[src/rtl/escolha_algoritmo.sv]
// escolha_algoritmo: 4x4 grey-frame resampler (replicate/decimate/average/pass).
// Build option: define ESCOLHA_MEDIA_EN to include the 2x2 average mode.
module escolha_algoritmo (
  input  logic       clk,
  input  logic       rst_n,
  input  logic [7:0] in_pixel,
  input  logic [4:0] SW,
  output logic [7:0] out_pixel,
  output logic       out_valid,
  output logic       done
);

  typedef enum logic [2:0] {
    M_IDLE,
    M_REP,
    M_DEC,
    M_AVG,
    M_PASS
  } mode_e;

  logic [4:0] sw_q;
  logic [4:0] sw_low;
  logic       sw_chg;
  mode_e      mode;

  logic [5:0] cnt_q, cnt_d;
  logic [7:0] out_q, out_d;
  logic       valid_q, valid_d;
  logic       done_q, done_d;
  logic       x_odd, y_odd, last_px;

`ifdef ESCOLHA_MEDIA_EN
  logic [7:0]      pair_q, pair_d;
  logic [1:0][8:0] lb_q, lb_d;
  logic [9:0]      avg_sum;
`endif

  assign sw_chg  = (SW != sw_q);
  assign x_odd   = cnt_q[0];
  assign y_odd   = cnt_q[2];
  assign last_px = (cnt_q[3:0] == 4'hF);

  // Mode from the lowest set switch bit; SW[0] wins.
  always_comb begin
    sw_low = sw_q & (~sw_q + 5'd1);
    mode   = M_IDLE;
    unique case (1'b1)
      sw_low[0]: mode = M_REP;
      sw_low[1]: mode = M_DEC;
`ifdef ESCOLHA_MEDIA_EN
      sw_low[2]: mode = M_AVG;
`else
      sw_low[2]: mode = M_IDLE;
`endif
      sw_low[3]: mode = M_PASS;
      sw_low[4]: mode = M_IDLE;
      default:   mode = M_IDLE;
    endcase
  end

  // Next-state: consume one pixel per clock until the frame is done.
  always_comb begin
    cnt_d   = cnt_q;
    out_d   = out_q;
    valid_d = 1'b0;
    done_d  = done_q;
`ifdef ESCOLHA_MEDIA_EN
    pair_d  = pair_q;
    lb_d    = lb_q;
    avg_sum = '0;
`endif
    if (sw_chg) begin
      cnt_d  = '0;
      done_d = 1'b0;
`ifdef ESCOLHA_MEDIA_EN
      pair_d = '0;
      lb_d   = '0;
`endif
    end else if (mode == M_IDLE) begin
      cnt_d  = '0;
      out_d  = '0;
      done_d = 1'b0;
`ifdef ESCOLHA_MEDIA_EN
      pair_d = '0;
      lb_d   = '0;
`endif
    end else if (!done_q) begin
      cnt_d = cnt_q + 6'd1;
      unique case (mode)
        M_REP: begin
          out_d   = in_pixel;
          valid_d = 1'b1;
          done_d  = (cnt_q == 6'd63);
        end
        M_DEC: begin
          if (!x_odd && !y_odd) begin
            out_d   = in_pixel;
            valid_d = 1'b1;
          end
          done_d = last_px;
        end
`ifdef ESCOLHA_MEDIA_EN
        M_AVG: begin
          if (!x_odd) begin
            pair_d = in_pixel;
          end else if (!y_odd) begin
            lb_d[cnt_q[1]] = {1'b0, pair_q} + {1'b0, in_pixel};
          end else begin
            avg_sum = {1'b0, lb_q[cnt_q[1]]}
                    + {2'b0, pair_q}
                    + {2'b0, in_pixel};
            out_d   = 8'(avg_sum >> 2);
            valid_d = 1'b1;
          end
          done_d = last_px;
        end
`endif
        M_PASS: begin
          out_d   = in_pixel;
          valid_d = 1'b1;
          done_d  = last_px;
        end
        default: begin
          cnt_d = cnt_q;
        end
      endcase
    end
  end

  // State registers with asynchronous active-low clear.
  always_ff @(posedge clk or negedge rst_n) begin
    if (!rst_n) begin
      sw_q    <= '0;
      cnt_q   <= '0;
      out_q   <= '0;
      valid_q <= 1'b0;
      done_q  <= 1'b0;
`ifdef ESCOLHA_MEDIA_EN
      pair_q  <= '0;
      lb_q    <= '0;
`endif
    end else begin
      sw_q    <= SW;
      cnt_q   <= cnt_d;
      out_q   <= out_d;
      valid_q <= valid_d;
      done_q  <= done_d;
`ifdef ESCOLHA_MEDIA_EN
      pair_q  <= pair_d;
      lb_q    <= lb_d;
`endif
    end
  end

  assign out_pixel = out_q;
  assign out_valid = valid_q;
  assign done      = done_q;

endmodule

[config.mk]
export PLATFORM = sky130hd
export DESIGN_NAME = escolha_algoritmo
export DESIGN_NICKNAME = d
export VERILOG_FILES = /design/src/rtl/escolha_algoritmo.sv
export SDC_FILE = /design/constraint.sdc
export NUM_CORES = 1
export LEC_CHECK = 0
export ABC_AREA = 0
export CORE_ASPECT_RATIO = 1.25
export CORE_MARGIN = 4
export CORE_UTILIZATION = 45
export CTS_CLUSTER_DIAMETER = 150
export DETAILED_ROUTE_END_ITERATION = 8
export PLACE_DENSITY_LB_ADDON = 0.15
export SYNTH_ARGS = -nofsm -noshare
export SYNTH_HDL_FRONTEND = slang
export SYNTH_SLANG_ARGS = --single-unit
[constraint.sdc]
create_clock -name clk -period 2.09 [get_ports clk]
set_input_delay 0.3135 -clock clk [delete_from_list [all_inputs] [get_ports clk]]
set_output_delay 0.3135 -clock clk [all_outputs]
set_load 0.02 [all_outputs]
== Word level (Yosys, flattened, before mapping) ==
Index checks and enable logic that the tools add are counted.
Word-level totals
  flip-flop bits (word level): 21
  latch bits: 0
  RAM bits: 0
  memory bits (read-only): 0
  input port bits: 15
  output and inout bits: 10
  memories: 0
Cells by class
  add/sub/neg operators: 2
  multiply operators: 0
  divide/modulo/power cells: 0
  order comparisons: 0
  eq/ne operators: 9
  shifts and indexed selects: 0
  mux-type cells: 18
  bitwise logic cells: 3
  reduce and logical (&&, ||, !) cells: 11
Operators by type and width (count)
  2-to-1 mux 6 bit: 4
  2-to-1 mux 8 bit: 3
  case mux 8 bit (2 select lines): 1
  case mux 3 bit (3 select lines): 1
  2-to-1 mux 1 bit: 7
  adder 6 x 1 -> 6 bit (second input constant): 1
  == test 6 bit (second input constant): 1
  nonzero test 3 bit: 2
  != test 5 bit: 1
  adder 4 x 1 -> 4 bit (second input constant): 1
  AND 4 bit: 1
  == test 4 bit (second input constant): 1
  inverter 4 bit: 1
  case mux 1 bit (2 select lines): 2
  AND reduction 4 bit: 1
  OR reduction 2 bit: 2
  == test 3 x 1 -> 1 bit (second input constant): 1
  == test 3 x 2 -> 1 bit (second input constant): 1
  == test 3 bit (second input constant): 1
  logical NOT 3 bit: 1
  != test 3 x 2 -> 1 bit (second input constant): 1
  != test 3 bit (second input constant): 1
  OR reduction 3 bit: 1
  logical NOT 1 bit: 2
  4 further kinds: 4

== Logic depth before layout (Yosys ltp) ==
  depth in word-level cells: 10
  gate-level depth with buffers: 5
  depth with buffers taken out: 5

== Least setup slack after synthesis ==
Ideal clock, no wire load.
  path kind: register to register
  start point: register sw_q[0]
  end point: register out_q[0], in the netlist out_pixel[0]
  data arrival time: 1581 ps
  slack: 384 ps
  stages on the path, launching flop included: 5
  path buffers: 0
  path through: dfrtp_1 xnor2_1 nand3_1 a2111oi_4 mux2_2
On the way
  cells in the longest elaborated chain, start to end: 9
  elaborated cells on any way between the ends: 18
  classes of those cells: add/sub: 1; eq/ne: 6; mux: 4; bitwise: 3; reduce/logical: 4
RTL lines
  start, declared: line 21  | logic [4:0] sw_q;
  start signal, assigned: line 133  | sw_q <= '0;
  start signal, assigned: line 143  | sw_q <= SW;
  inverter 4 bit: line 45  | sw_low = sw_q & (~sw_q + 5'd1);
  adder 4 x 1 -> 4 bit: line 45
  AND 4 bit: line 45
  case mux 3 bit (3 select lines): line 47  | unique case (1'b1)
  == test 3 bit or == test 3 x 1 -> 1 bit (tied branches): line 89  | unique case (mode)
  OR reduction 2 bit (no line)
  case mux 8 bit (2 select lines): line 89
  2-to-1 mux 8 bit: line 87  | end else if (!done_q) begin
  2-to-1 mux 8 bit: line 79  | end else if (mode == M_IDLE) begin
  end signal, assigned: line 145  | out_q <= out_d;
  end, declared: line 27  | logic [7:0] out_q, out_d;
Parallel ways exist; a longest one is shown, timed or not. The select of a mux whose other input is x is not followed.
A chain may end at the register's enable or synchronous reset.

== Final worst setup path ==
  start point: register done_q, in the netlist done
  end point: output port done
RTL lines
  start, declared: line 29  | logic done_q, done_d;
  start signal, assigned: line 147  | done_q <= done_d;
  end, declared: line 10  | output logic done
No word-level cell between the ends.

==> flow_metrics.tcl <==
set metrics [dict create \
    status "finished, final reports clean" \
    antenna_cells 0 \
    drive_above_1_share_pct 23.30 \
    drv_slew 0 \
    io_buffers 24 \
    swShare_pct 29.00 \
    hold_violations 0 \
    place_congestion 0.7342 \
    dpl_cell_area_mm2 0.001226 \
    die_w_um 49.36 \
    max-cap-violations 0 \
    clock-sinks 21 \
    routedLengthMet1_um 658 \
    worstSetupPathType "reg -> out" \
    clkSlewWorstSetupHoldPaths_ns 0.11 \
    internal_power_mw 0.7458 \
    ir_drop_v 0.0004997 \
    synth_cell_types 23 \
    yosys.area.top_type "dfrtp_1" \
    cts_buffers 3 \
    tightest_slew_ns 0.4314 \
    setup_viol 0 \
    io_pins 25 \
    synth_nets 91 \
    clk_latency_ns 0.30 \
    drc 0 \
    fmax_mhz 544.5 \
    hold_buffers 0 \
    start_util_pct 48.00 \
    worst_path_max_delay_cell "clkdlybuf4s50_1" \
    via_count 629 \
    cts_buffer_depth 2 \
    p_leak_nw 0.5229 \
    syn_area_per_cell_um2 12.83 \
    ys_warn_count 0 \
    start_kind "flip-flop" \
    root_buffer "clkbuf_4" \
    wirelength_um 1636 \
    postSynthCellCount 75 \
    detail-route-antenna-nets 0 \
    fin_util_pct 62.48 \
    wl_per_cell_um 13.30 \
    rsz0062_at_grt "false" \
    path_delay_family "buffers and inverters" \
    cp.depth 1 \
    cts_tree "built" \
    worstSetupEndpointType "output port" \
    post-place-cells 119 \
    first_pass_iters 2 \
    grt_pass1_wl_um 2732 \
    grtUsageTotal_pct 12.58 \
    ys.flop_type "dfrtp_1" \
    cts_resized 0 \
    period_share_pct 87.87 \
    path_buf_inv 1 \
    wl_met3_um 103 \
    yosysMostFrequentCell "dfrtp_1" \
    layout.nets 120 \
    powerDensity_mw_per_mm2 838.6 \
    area_growth_pct 30.17 \
    crit_chain "clkdlybuf4s50_1" \
    synth-edff-count 0 \
    async_flop_share_pct 100.0 \
    viasPerCell 5.114 \
    final_area_mm2 0.001252 \
    synth.area.top_cells "dfrtp_1 55%, mux2_2 9.4%, xnor2_1 6.4%" \
    rows 18 \
    crit_start "done" \
    core_area_mm2 0.002004 \
    die_h_um 59.70 \
    clock_skew_ns 0.002521 \
    synth_seq_cells 21 \
    arrival_ns 1.52 \
    ys_seq_area_share_pct 54.62 \
    post_cts_buffers 0 \
    reg2reg_depth 5 \
    power_frac_comb_pct 33.1 \
    final_cells 123 \
    yosys.area.top_type_share_pct 54.62 \
    tns_ns 0 \
    pwr-share-seq_pct 48.8 \
    cts.htree.levels 1 \
    met2_length_um 832 \
    initialDrtViolationCount 3 \
    antenna_found_initial 0 \
    grt_max_degree 22 \
    top_layer_used "met4" \
    grt_pass1_vias 593 \
    hold_path_class "in -> async" \
    clockPowerShare_pct 18.1 \
    floorplan.die_area_mm2 0.002947 \
    synth_commonest_cells "21 x dfrtp_1, 8 x mux2_2, 8 x nor2_1, 7 x and2_2, 7 x xnor2_1" \
    finalPower_mw 1.050 \
    power.switching_mw 0.3046 \
    synth_area_um2 962.2 \
    fin_crit_ns 1.837 \
    rr_startpoint "sw_q[0]" \
    cp_slowest_stage_delay_ns 0.67 \
    grt_overflow 0 \
    crit_required_ns 1.78 \
    slew_headroom_pct 71.18 \
    crit_fanout 8 \
]
## layout make-up
cell class / count / area, um^2
tap: 20 / 25.02
fill: 161 / 752.0
timing repair buffer: 26 / 255.2
clock buffer: 4 / 26.28
multi-input combinational: 51 / 416.7
inverter: 1 / 3.754
sequential: 21 / 525.5
## stage by stage
step | hold slack [ns] | worst slack [ns]
finish | 0.3351 | 0.2535
floorplan | 0.01791 | 0.3842
CTS | 0.3438 | 0.2439
detailed placement | 0.4958 | -0.004114
global route | 0.3468 | 0.1505
global placement | 0.4905 | 0.04536
## placed cells by master (no fill, tap or decap), drive strengths merged, types with 2 or more instances in the layout
cell | synthesis | routed
and2 | 8 | 8
clkbuf | 0 | 4
nand2 | 3 | 3
dfrtp | 21 | 21
nor2 | 9 | 9
xor2 | 3 | 3
xnor2 | 7 | 7
buf | 2 | 2
mux2 | 8 | 8
nand3 | 3 | 3
clkdlybuf4s50 | 0 | 24
## cell families after synthesis
family                   synth area share [%]
AO/OA/AOI/OAI                           5.463
XOR/XNOR                                9.103
adder cells (fa/ha/maj)                 1.300
buffers and inverters                   2.080
flip-flops                              54.62
multiplexers                            10.40
AND/OR/NAND/NOR                         17.04
## state kept, by name, summed over array words and instances, names as in the netlist
name,cells
cnt_q,6
done,1
out_pixel,8
out_valid,1
sw_q,5
## power by group through the flow
stage          combinational, mW  sequential [mW]  clock [mW]
2_1_floorplan             0.0874            0.600           0
3_3_place_gp               0.347            0.520           0
3_5_place_dp               0.354            0.523           0
4_1_cts                    0.354            0.514       0.196
5_1_grt                    0.367            0.520       0.221
6_report                   0.347            0.513       0.190
## worst paths after layout
check | end | slack (ns)
setup / recovery | done | 0.25
hold / removal | out_pixel[0] | 0.34
setup reg to reg | out_pixel[7] | 0.31
hold reg to reg | out_pixel[5] | 0.52
max in group asynchronous | cnt_q[1] | 1.55
min in group clk | sw_q[1] | 0.49
## layer usage
layer  vias up  GRT usage [%]
met3         5          3.242
met4         0          7.317
met5         -              0
met2        21          22.22
met1       292          13.70
li1        311              -
No activity file was read; power rests on OpenSTA's default activity.
